[src/rtl/fetch_pkg.sv]
// rtl/fetch_pkg.sv - shared fetch-unit state encoding and default widths
package fetch_pkg;

    localparam int FETCH_ADDR_W_DEFAULT = 10;
    localparam int FETCH_INST_W_DEFAULT = 9;

    typedef enum logic [1:0] {
        IDLE   = 2'd0,
        RUN    = 2'd1,
        HALTED = 2'd2
    } fetch_state_e;

endpackage

[src/rtl/inst_fetch.sv]
// rtl/inst_fetch.sv - instruction fetch unit with ready/valid output register
// Optional retired-instruction counter port InstCount when FETCH_INST_CNT_EN is defined.
import fetch_pkg::*;

module inst_fetch #(
    parameter int A = FETCH_ADDR_W_DEFAULT,
    parameter int W = FETCH_INST_W_DEFAULT
) (
    input  logic         Clk,
    input  logic         Reset_n,
    input  logic         Start,
    input  logic [A-1:0] StartAddr,
    output logic [A-1:0] InstAddress,
    input  logic [W-1:0] InstIn,
    output logic [W-1:0] InstOut,
    output logic [A-1:0] PcOut,
    output logic         InstValid,
    input  logic         InstReady,
    input  logic         BranchEn,
    input  logic [A-1:0] BranchTarget,
    input  logic         Halt,
    output logic         Done
`ifdef FETCH_INST_CNT_EN
    ,
    output logic [31:0]  InstCount
`endif
);

    localparam logic [A-1:0] PC_ONE = {{(A-1){1'b0}}, 1'b1};

    fetch_state_e state_q, state_d;
    logic [A-1:0] pc_q, pc_d;
    logic [W-1:0] inst_q, inst_d;
    logic [A-1:0] pcout_q, pcout_d;
    logic         valid_q, valid_d;
    logic         done_q, done_d;
    logic         start_accept;

    always_ff @(posedge Clk or negedge Reset_n) begin
        if (!Reset_n) begin
            state_q <= IDLE;
            pc_q    <= '0;
            inst_q  <= '0;
            pcout_q <= '0;
            valid_q <= 1'b0;
            done_q  <= 1'b0;
        end else begin
            state_q <= state_d;
            pc_q    <= pc_d;
            inst_q  <= inst_d;
            pcout_q <= pcout_d;
            valid_q <= valid_d;
            done_q  <= done_d;
        end
    end

    // Priority inside RUN: Halt, then branch flush, then fetch/stall.
    always_comb begin
        state_d      = state_q;
        pc_d         = pc_q;
        inst_d       = inst_q;
        pcout_d      = pcout_q;
        valid_d      = valid_q;
        done_d       = done_q;
        start_accept = 1'b0;
        case (state_q)
            IDLE, HALTED: begin
                valid_d = 1'b0;
                if (Start) begin
                    start_accept = 1'b1;
                    pc_d         = StartAddr;
                    done_d       = 1'b0;
                    state_d      = RUN;
                end
            end
            RUN: begin
                if (Halt) begin
                    valid_d = 1'b0;
                    done_d  = 1'b1;
                    state_d = HALTED;
                end else if (BranchEn) begin
                    pc_d    = BranchTarget;
                    valid_d = 1'b0;
                end else if (!valid_q || InstReady) begin
                    inst_d  = InstIn;
                    pcout_d = pc_q;
                    valid_d = 1'b1;
                    pc_d    = pc_q + PC_ONE;
                end
            end
            default: begin
                state_d = IDLE;
                valid_d = 1'b0;
            end
        endcase
    end

`ifdef FETCH_INST_CNT_EN
    logic [31:0] cnt_q, cnt_d;

    always_ff @(posedge Clk or negedge Reset_n) begin
        if (!Reset_n) begin
            cnt_q <= '0;
        end else begin
            cnt_q <= cnt_d;
        end
    end

    always_comb begin
        cnt_d = cnt_q;
        if (start_accept) begin
            cnt_d = '0;
        end else if (valid_q && InstReady && (cnt_q != 32'hFFFF_FFFF)) begin
            cnt_d = cnt_q + 32'd1;
        end
    end

    assign InstCount = cnt_q;
`else
    logic unused_start_accept;
    assign unused_start_accept = start_accept;
`endif

    assign InstAddress = pc_q;
    assign InstOut     = inst_q;
    assign PcOut       = pcout_q;
    assign InstValid   = valid_q;
    assign Done        = done_q;

endmodule

[config.mk]
export PLATFORM = sky130hd
export DESIGN_NAME = inst_fetch
export DESIGN_NICKNAME = d
export VERILOG_FILES = /design/src/rtl/fetch_pkg.sv /design/src/rtl/inst_fetch.sv
export SDC_FILE = /design/constraint.sdc
export NUM_CORES = 1
export LEC_CHECK = 0
export ABC_AREA = 1
export CAP_MARGIN = 15
export CORE_ASPECT_RATIO = 1.5
export CORE_UTILIZATION = 39
export CTS_CLUSTER_SIZE = 20
export DETAILED_ROUTE_END_ITERATION = 8
export PLACE_DENSITY = 0.76
export SLEW_MARGIN = 20
export SYNTH_ARGS = -nofsm -noshare
export SYNTH_HDL_FRONTEND = slang
export SYNTH_SLANG_ARGS = --single-unit
[constraint.sdc]
create_clock -name Clk -period 1.2 [get_ports Clk]
set_input_delay 0.12 -clock Clk [delete_from_list [all_inputs] [get_ports Clk]]
set_output_delay 0.12 -clock Clk [all_outputs]
set_load 0.01 [all_outputs]
==> flow_summary.ini, run 1 <==
[floorplan]
die-width_um = 56.53
ioPinCount = 66
core-area_um2 = 4245
die_h_um = 83.79
floorplan.initialDensity_pct = 40.97
placementRows = 29
die-area_um2 = 4736

[critical_path]
crit_slowest_cell = sky130_fd_sc_hd__dfrtp_1
crit_path_start_kind = flip-flop
criticalPathCategory = flip-flop to flip-flop
path_common_cell = sky130_fd_sc_hd__nand2_1
critical_path_required_ps = 1400
cp.arrival_ps = 1550
cp-end-kind = flip-flop
critical-path-max-stage-delay_ps = 390
critical_path_fanout_max = 3
cp_cell_sequence = buf_6 -> ha_4 -> nand2_4 -> nor2_4 -> nand2_1 -> nand3_1 -> nand2_1 -> a22oi_1

[synth]
cell_area_after_synthesis_um2 = 1739
yosysUniqueCellTypes = 29
post_syn_nets = 250
synth_area_per_cell_um2 = 8.127
synth_warnings = 0
synth-seq-area-share_pct = 47.48
synth.top_cells.by_area = sky130_fd_sc_hd__dfrtp_1 47%, sky130_fd_sc_hd__nand2_1 9.7%, sky130_fd_sc_hd__nor2_1 6.3%
ys_seq_elements = 33
synth_cells = 214
synth_top_area_cell = sky130_fd_sc_hd__dfrtp_1
synth_top_area_share_pct = 47.48

[run_status]
run_status = complete, but fails checks
violations = setup timing

[timing]
totalNegativeSetupSlack_ps = -1921
final_period_utilization_pct = 112.7
finalMaxSlewViolations = 0
setup_ws_ps = -152.3
min_period_ps = 1352
max_slew.worst_pin.slew_ps = 232.3
setup_viol_count_final = 30
grt_setup_unrepaired = true
final-hold-violation-count = 0
fmax_mhz = 739.5
slew_headroom_pct = 84.45
timing.clock.skew_ps = 6.343

[clocking]
cts_root_buf = sky130_fd_sc_hd__clkbuf_8
clkTransAtPathRegs_ps = 70
clkLatencyLatePin_ps = 290
number_of_buffers_between_clock_root_and_the_deepest_sink = 2
tritoncts_clock_tree = yes
clock_sinks = 33
cts_inserted_buffers = 5
h-tree-depth = 2
hold_fix_buffer_count_after_cts = 0

[placed_design]
finalWeightedCongestion = 0.8311
place.detailed.hpwl_um = 2994
placement.io_buffers = 65
detailedPlace.worstSlack_ps = -253.9
total_placed_cells_including_tap_cells = 334

[layout]
area_delta_synth_final_pct = 74.75
post_route_cells_drive_above_1_share_pct = 35.16
final_common_cell = sky130_fd_sc_hd__nand2_1
insertedDiodeCount = 0
finish.utilization_pct = 71.59
final_cells = 356
nets = 345
multiInputGateArea_um2 = 973.4
layout.cells.most_common_list = 35 x sky130_fd_sc_hd__nand2_1, 34 x sky130_fd_sc_hd__clkdlybuf4s50_1, 30 x sky130_fd_sc_hd__dfrtp_1
seq_area_um2 = 829.5
fill_cells = 321

[power_and_ir_drop]
irDropWorstVdd_v = 0.001510
p_per_area_nw_per_um2 = 2175
power_leakage_nw = 1.449
total_power_mw = 6.609

[global_route]
grt_start_max_net_pins = 34
grt_use_total_pct = 21.73
grt_remaining_overflow = 0
antenna_violations_before_repair = 0
first_global_vias = 1747
global_route_wire_length_before_repair_um = 8004

[hold_path]
hp-class = input port to asynchronous set/reset pin

[drt]
drt_wl_total_um = 5244
drt_initial_violations = 64
via_count = 1813
detail_route.wl_per_cell_um = 14.73
drc_errors = 0
via_density_per_instance = 5.093
postRouteAntennaNets = 0
detail_route.first_pass.iterations = 4

[job]
max-cap-violations = 0
report_power, final:
| part | total, mW | internal [mW] | switching (mW) | leakage, nW |
|---|---|---|---|---|
| Sequential | 2.00 | 1.61 | 0.394 | 0.396 |
| Clock | 1.10 | 0.677 | 0.422 | 0.0585 |
| Combinational | 3.51 | 1.69 | 1.82 | 0.994 |
flip-flops by register name, indices dropped and copies added, names as in the netlist:
name	flops
Done	1
InstAddress	10
InstOut	9
InstValid	1
PcOut	10
state_q	2
path summary, 6_finish.rpt:
check / start / to / slack [ps] / cells past startpoint
min in group Clk: InstIn[2] / InstOut[2] / 380 / 3
setup reg to reg: InstAddress[1] / InstAddress[4] / -150 / 8
hold reg to reg: InstOut[3] / InstOut[3] / 480 / 2
setup / recovery: InstAddress[1] / InstAddress[4] / -150 / 8
hold / removal: Reset_n / InstAddress[9] / 200 / 2
max in group asynchronous: Reset_n / InstAddress[5] / 810 / 2
synth_stat cells:
master and n:
sky130_fd_sc_hd__clkbuf_1 2, sky130_fd_sc_hd__o21ai_2 10, sky130_fd_sc_hd__inv_2 1, sky130_fd_sc_hd__buf_1 1, sky130_fd_sc_hd__nor2_4 1, sky130_fd_sc_hd__nand2_1 45, sky130_fd_sc_hd__nand2_2 1, sky130_fd_sc_hd__inv_4 1
sky130_fd_sc_hd__a22oi_1 1, sky130_fd_sc_hd__a31oi_2 2, sky130_fd_sc_hd__o21ai_0 15, sky130_fd_sc_hd__nand2_4 2, sky130_fd_sc_hd__nand4_1 2, sky130_fd_sc_hd__clkinv_4 1, sky130_fd_sc_hd__nor2_2 1, sky130_fd_sc_hd__o21ai_1 4
sky130_fd_sc_hd__ha_1 1, sky130_fd_sc_hd__clkbuf_2 1, sky130_fd_sc_hd__nand3_1 11, sky130_fd_sc_hd__inv_1 27, sky130_fd_sc_hd__nand3_4 1, sky130_fd_sc_hd__o31ai_1 1, sky130_fd_sc_hd__buf_6 4, sky130_fd_sc_hd__o211ai_1 1
sky130_fd_sc_hd__a31oi_1 1, sky130_fd_sc_hd__a21oi_1 13, sky130_fd_sc_hd__xor2_1 1, sky130_fd_sc_hd__dfrtp_1 33, sky130_fd_sc_hd__nor2_1 29
kinds of logic after synthesis:
family          count (synthesis)  share of synthesized area (%)
simple gates                   93                          23.53
compound gates                 48                          17.34
buf+inv                        38                          10.43
flops                          33                          47.48
xor+xnor                        1                         0.5037
fa+ha+maj                       1                         0.7193
repair_timing:
| action | CTS | global route |
|---|---|---|
| pin swaps | 12 | 10 |
| cloned | 2 | 1 |
| setup buffers | 7 | 4 |
| resized for setup | 73 | 43 |
| setup endpoints to repair | 60 | 30 |
layer usage:
metal	global-route usage (%)	vias to the layer above	wire length, um	part of all wire, %
met5	0	-	0	0
met4	11.75	0	189	3.6
met3	4.961	14	300	5.7
met2	35.94	72	2858	55
met1	25.57	851	1895	36
li1	-	876	-	-
worst max-delay path: cells and delay by family (launching register included):
| family | cells | cell delay [ps] |
|---|---|---|
| compound gates | 1 | 150 |
| fa+ha+maj | 1 | 150 |
| buf+inv | 1 | 140 |
| flops | 1 | 390 |
| simple gates | 5 | 430 |
through the flow:
stage	hold slack (ps)	area, um2
after global routing	212.8	3039
after floorplan	-175.6	1753
final	203.6	3039
after global placement	462.6	2577
after CTS	205.3	2830
after detailed placement	474.6	2577
area by class of cell:
class,instances,share of cell area [%]
multi-input cells,144,32.03
repair buffers,94,30.38
flip-flops and latches,33,27.30
inverters,30,4.199
clock buffers,7,2.841
well taps,46,1.894
clock inverters,1,0.9881
repair inverters,1,0.3705
(Power assumes the default switching activity.)
==> run 2, diff against run 1 <==
- SETUP_SLACK_MARGIN: default -> 0.02
==> run 2 against run 1 <==
Net effect: the flow still finishes with violations (setup timing); non-clock buffer count decreased by 4; power decreased by 6.2%; clock skew about the same; critical path depth decreased by 1; sequential share of layout area increased by 1.1 points; clock-buffer cell count unchanged; cell count decreased by 1.4%; critical endpoint is now InstAddress[2]; largest power group unchanged.
==> flow_summary.ini, run 2 (synthesis results as in run 1) <==
[run_status]
run_status = complete, but fails checks
violations = setup timing

[floorplan]
die-width_um = 56.53
placementRows = 29
floorplan.initialDensity_pct = 40.97
die_h_um = 83.79
ioPinCount = 66
die-area_um2 = 4736
core-area_um2 = 4245

[clocking]
clkLatencyLatePin_ps = 290
cts_root_buf = sky130_fd_sc_hd__clkbuf_8
clock_sinks = 33
tritoncts_clock_tree = yes
clkTransAtPathRegs_ps = 70
cts_inserted_buffers = 5
number_of_buffers_between_clock_root_and_the_deepest_sink = 2
h-tree-depth = 2

[drt]
detail_route.wl_per_cell_um = 13.41
drt_initial_violations = 83
drt_wl_total_um = 4706
postRouteAntennaNets = 0
via_density_per_instance = 5.023
drc_errors = 0
detail_route.first_pass.iterations = 4
via_count = 1763

[timing]
timing.clock.skew_ps = 6.275
grt_setup_unrepaired = true
finalMaxSlewViolations = 0
totalNegativeSetupSlack_ps = -722.5
final-hold-violation-count = 0
fmax_mhz = 774.6
final_period_utilization_pct = 107.6
hold_ws_ps = 312.3
max_slew.worst_pin.slew_ps = 282.1
min_period_ps = 1291
setup_viol_count_final = 24
setup_ws_ps = -91.02
slew_headroom_pct = 81.12

[critical_path]
cp_cell_sequence = buf_6 -> ha_4 -> nand2_4 -> inv_4 -> o21ai_2 -> o211ai_1 -> a31oi_2
buffering_stage_count_on_the_worst_path_with_inverters_included = 2
crit_slowest_cell = sky130_fd_sc_hd__dfrtp_1
criticalPathCategory = flip-flop to flip-flop
cell_class_contributing_the_biggest_share_of_worst_path_delay = compound AO/OA/AOI/OAI gates
cp.arrival_ps = 1500
critical-path-max-stage-delay_ps = 390
critical_path_fanout_max = 3
cp-end-kind = flip-flop
critical_path_required_ps = 1400
crit_path_start_kind = flip-flop

[global_route]
global_route_wire_length_before_repair_um = 7396
grt_start_max_net_pins = 34
grt_remaining_overflow = 0
grt_use_total_pct = 20.11
first_global_vias = 1718
antenna_violations_before_repair = 0

[power_and_ir_drop]
p_per_area_nw_per_um2 = 2117
power_leakage_nw = 1.393
total_power_mw = 6.202
irDropWorstVdd_v = 0.001538

[layout]
fill_cells = 358
insertedDiodeCount = 0
area_delta_synth_final_pct = 68.42
final_cells = 351
final_common_cell = sky130_fd_sc_hd__clkdlybuf4s50_1
nets = 341
post_route_cells_drive_above_1_share_pct = 36.72
layout.cells.most_common_list = 33 x sky130_fd_sc_hd__clkdlybuf4s50_1, 29 x sky130_fd_sc_hd__dfrtp_1, 27 x sky130_fd_sc_hd__dlygate4sd2_1

[placed_design]
detailedPlace.worstSlack_ps = -246.8
finalWeightedCongestion = 0.8318
total_placed_cells_including_tap_cells = 333
placement.io_buffers = 65
place.detailed.hpwl_um = 3131

[job]
max-cap-violations = 0

[hold_path]
hp-class = input port to asynchronous set/reset pin
[run 2: worst min-delay path, stage by stage]
cell and delay, ps:
sky130_fd_sc_hd__dlygate4sd3_1 510, sky130_fd_sc_hd__buf_2 120, sky130_fd_sc_hd__buf_12 210
[run 2: final cells by class]
cell class	instances	area (um2)	area share, %
inverters	30	127.6	4.357
well taps	46	57.56	1.965
clock buffers	7	86.33	2.947
multi-input cells	144	964.7	32.93
repair buffers	90	853.3	29.13
repair inverters	1	8.758	0.2990
flip-flops and latches	33	830.8	28.36
[run 2: repair_timing]
| item | 4_1_cts | 5_1_grt |
|---|---|---|
| gates cloned | 2 | 0 |
| gates resized for setup | 67 | 40 |
| pin swaps | 5 | 12 |
| setup buffers | 5 | 3 |
| endpoints found under the setup margin | 55 | 31 |
| hold buffers | 1 | 0 |
| hold endpoints to repair | 33 | 0 |
[run 2: final timing paths]
check,depth (start not counted),to,slack [ps],startpoint
min reg2reg,2,PcOut[5],480,PcOut[5]
max,7,InstAddress[2],-90,InstAddress[1]
max in group asynchronous,3,InstAddress[2],700,Reset_n
min in group Clk,3,InstOut[8],380,InstIn[8]
min,3,InstAddress[4],310,Reset_n
max reg2reg,7,InstAddress[2],-90,InstAddress[1]
[run 2: metal layers]
| layer | global-route usage (%) | up-vias | share of wire (%) |
|---|---|---|---|
| met1 | 22.55 | 814 | 37 |
| met4 | 11.75 | 0 | 2.5 |
| met3 | 2.636 | 9 | 5.4 |
| met2 | 35.40 | 75 | 55 |
| met5 | 0 | - | 0 |
| li1 | - | 865 | - |
[run 2: power by group]
| group | leakage, nW | internal, mW | switching, mW |
|---|---|---|---|
| combinational | 0.953 | 1.59 | 1.73 |
| clock | 0.0443 | 0.455 | 0.390 |
| sequential | 0.395 | 1.61 | 0.419 |
| total | 1.39 | 3.66 | 2.54 |
[run 2: per-stage QoR]
| step | util (%) | cell area [um2] |
|---|---|---|
| floorplan | - | 1770 |
| global placement | 61.01 | 2590 |
| detailed placement | 61.01 | 2590 |
| CTS | 65.28 | 2771 |
| global route | 68.99 | 2929 |
| finish | 68.99 | 2929 |
==> run 3, diff against run 2 <==
- CAP_MARGIN: 15 -> 10
- clock period: 1.2 -> 1.1 ns (I/O delays scaled with it)
==> run 3 against run 2 <==
Net effect: the run still ends with setup timing left; setup slack got worse by 110 ps; hold slack got worse by 110 ps; critical path depth unchanged; largest cell class is now buffers; highest routed layer unchanged; combinational power increased by 33%; power increased by 21%.
==> flow_summary.ini, run 3 (synthesis results as in run 1) <==
[run_status]
run_status = complete, but fails checks
violations = setup timing

[floorplan]
core-area_um2 = 4245
floorplan.initialDensity_pct = 40.97
placementRows = 29
die-width_um = 56.53
die_h_um = 83.79
ioPinCount = 66
die-area_um2 = 4736

[timing]
grt_setup_unrepaired = true
slew_headroom_pct = 78.73
fmax_mhz = 767.1
finalMaxSlewViolations = 0
timing.clock.skew_ps = 5.760
totalNegativeSetupSlack_ps = -4940
final_period_utilization_pct = 118.5
max_slew.worst_pin.slew_ps = 317.8
final-hold-violation-count = 0
setup_viol_count_final = 29
min_period_ps = 1304
setup_ws_ps = -203.6

[critical_path]
cp-end-kind = flip-flop
critical_path_required_ps = 1270
crit_path_start_kind = flip-flop
criticalPathCategory = flip-flop to flip-flop
critical_path_fanout_max = 7
cp.arrival_ps = 1480

[drt]
drt_initial_violations = 67
detail_route.wl_per_cell_um = 14.38
drt_wl_total_um = 5349
via_density_per_instance = 5.062
drc_errors = 0
postRouteAntennaNets = 0
detail_route.first_pass.iterations = 4
via_count = 1883

[clocking]
hold_fix_buffer_count_after_cts = 0
clkLatencyLatePin_ps = 280
cts_root_buf = sky130_fd_sc_hd__clkbuf_8
cts_inserted_buffers = 5
tritoncts_clock_tree = yes
clkTransAtPathRegs_ps = 70
number_of_buffers_between_clock_root_and_the_deepest_sink = 2
clock_sinks = 33
h-tree-depth = 2

[global_route]
grt_use_total_pct = 21.61
antenna_violations_before_repair = 0
grt_start_max_net_pins = 34
grt_remaining_overflow = 0
first_global_vias = 1733
global_route_wire_length_before_repair_um = 8038

[power_and_ir_drop]
power_leakage_nw = 1.507
p_per_area_nw_per_um2 = 2356
irDropWorstVdd_v = 0.001687
total_power_mw = 7.513

[placed_design]
finalWeightedCongestion = 0.7858
place.detailed.hpwl_um = 3131
placement.io_buffers = 65
detailedPlace.worstSlack_ps = -324.8

[layout]
layout.cells.most_common_list = 34 x sky130_fd_sc_hd__clkdlybuf4s50_1, 33 x sky130_fd_sc_hd__buf_4, 30 x sky130_fd_sc_hd__dfrtp_1
final_common_cell = sky130_fd_sc_hd__clkdlybuf4s50_1
nets = 361
area_delta_synth_final_pct = 83.38
insertedDiodeCount = 0
post_route_cells_drive_above_1_share_pct = 42.33
fill_cells = 304
finish.utilization_pct = 75.13

[job]
max-cap-violations = 0

[hold_path]
hp-class = input port to asynchronous set/reset pin
run 3: worst max-delay path, cell delays in order, from the launching register on:
cell and delay (ps):
sky130_fd_sc_hd__dfrtp_1 400, sky130_fd_sc_hd__nor2_2 150, sky130_fd_sc_hd__nand2_4 90, sky130_fd_sc_hd__nor2_4 140, sky130_fd_sc_hd__o21ai_4 130, sky130_fd_sc_hd__clkbuf_16 190
sky130_fd_sc_hd__nand2_2 50, sky130_fd_sc_hd__o21ai_1 50
run 3: final cells by class:
cell class,instances,area [um2],share of cell area (%)
clock inverter,3,17.52,0.5492
clock buffer,5,68.82,2.158
multi-input combinational,144,1030,32.29
timing repair inverter,1,6.256,0.1962
sequential,33,829.5,26.01
inverter,30,132.6,4.158
timing repair buffer,110,1047,32.84
tap,46,57.56,1.805
run 3: per-layer routing:
metal | part of all wire (%) | vias to the layer above | track usage (%)
met5 | 0 | - | 0
met4 | 2.6 | 0 | 8.426
met3 | 5.0 | 12 | 4.806
met2 | 55 | 66 | 37.22
met1 | 37 | 898 | 25.63
li1 | - | 907 | -
run 3: path summary, 6_finish.rpt:
| kind | start | endpoint | slack [ps] | cells past startpoint |
|---|---|---|---|---|
| max in group asynchronous | Reset_n | InstAddress[2] | 700 | 2 |
| min in group Clk | InstIn[8] | InstOut[8] | 370 | 3 |
| setup reg to reg | state_q[1] | InstOut[3] | -200 | 7 |
| hold reg to reg | InstOut[8] | InstOut[8] | 490 | 2 |
| hold / removal | Reset_n | PcOut[0] | 200 | 2 |
| setup / recovery | state_q[1] | InstOut[3] | -200 | 7 |
run 3: per-stage QoR:
step	hold WS, ps	cells	area (um2)
global route	210.2	372	3189
detailed placement	466.3	336	2620
finish	197.5	372	3189
floorplan	-185.6	214	1790
global placement	461.3	336	2620
CTS	204.6	359	2900
run 3: where the power goes:
group,switching (mW),internal [mW]
logic,2.17,2.27
clock network,0.456,0.436
registers,0.430,1.75
run 3: what timing repair did:
item / 4_1_cts / 5_1_grt
buffers inserted: 13 / 10
setup endpoints to repair: 60 / 54
pin swaps: 12 / 14
cloned: 2 / 3
gates resized for setup: 83 / 69
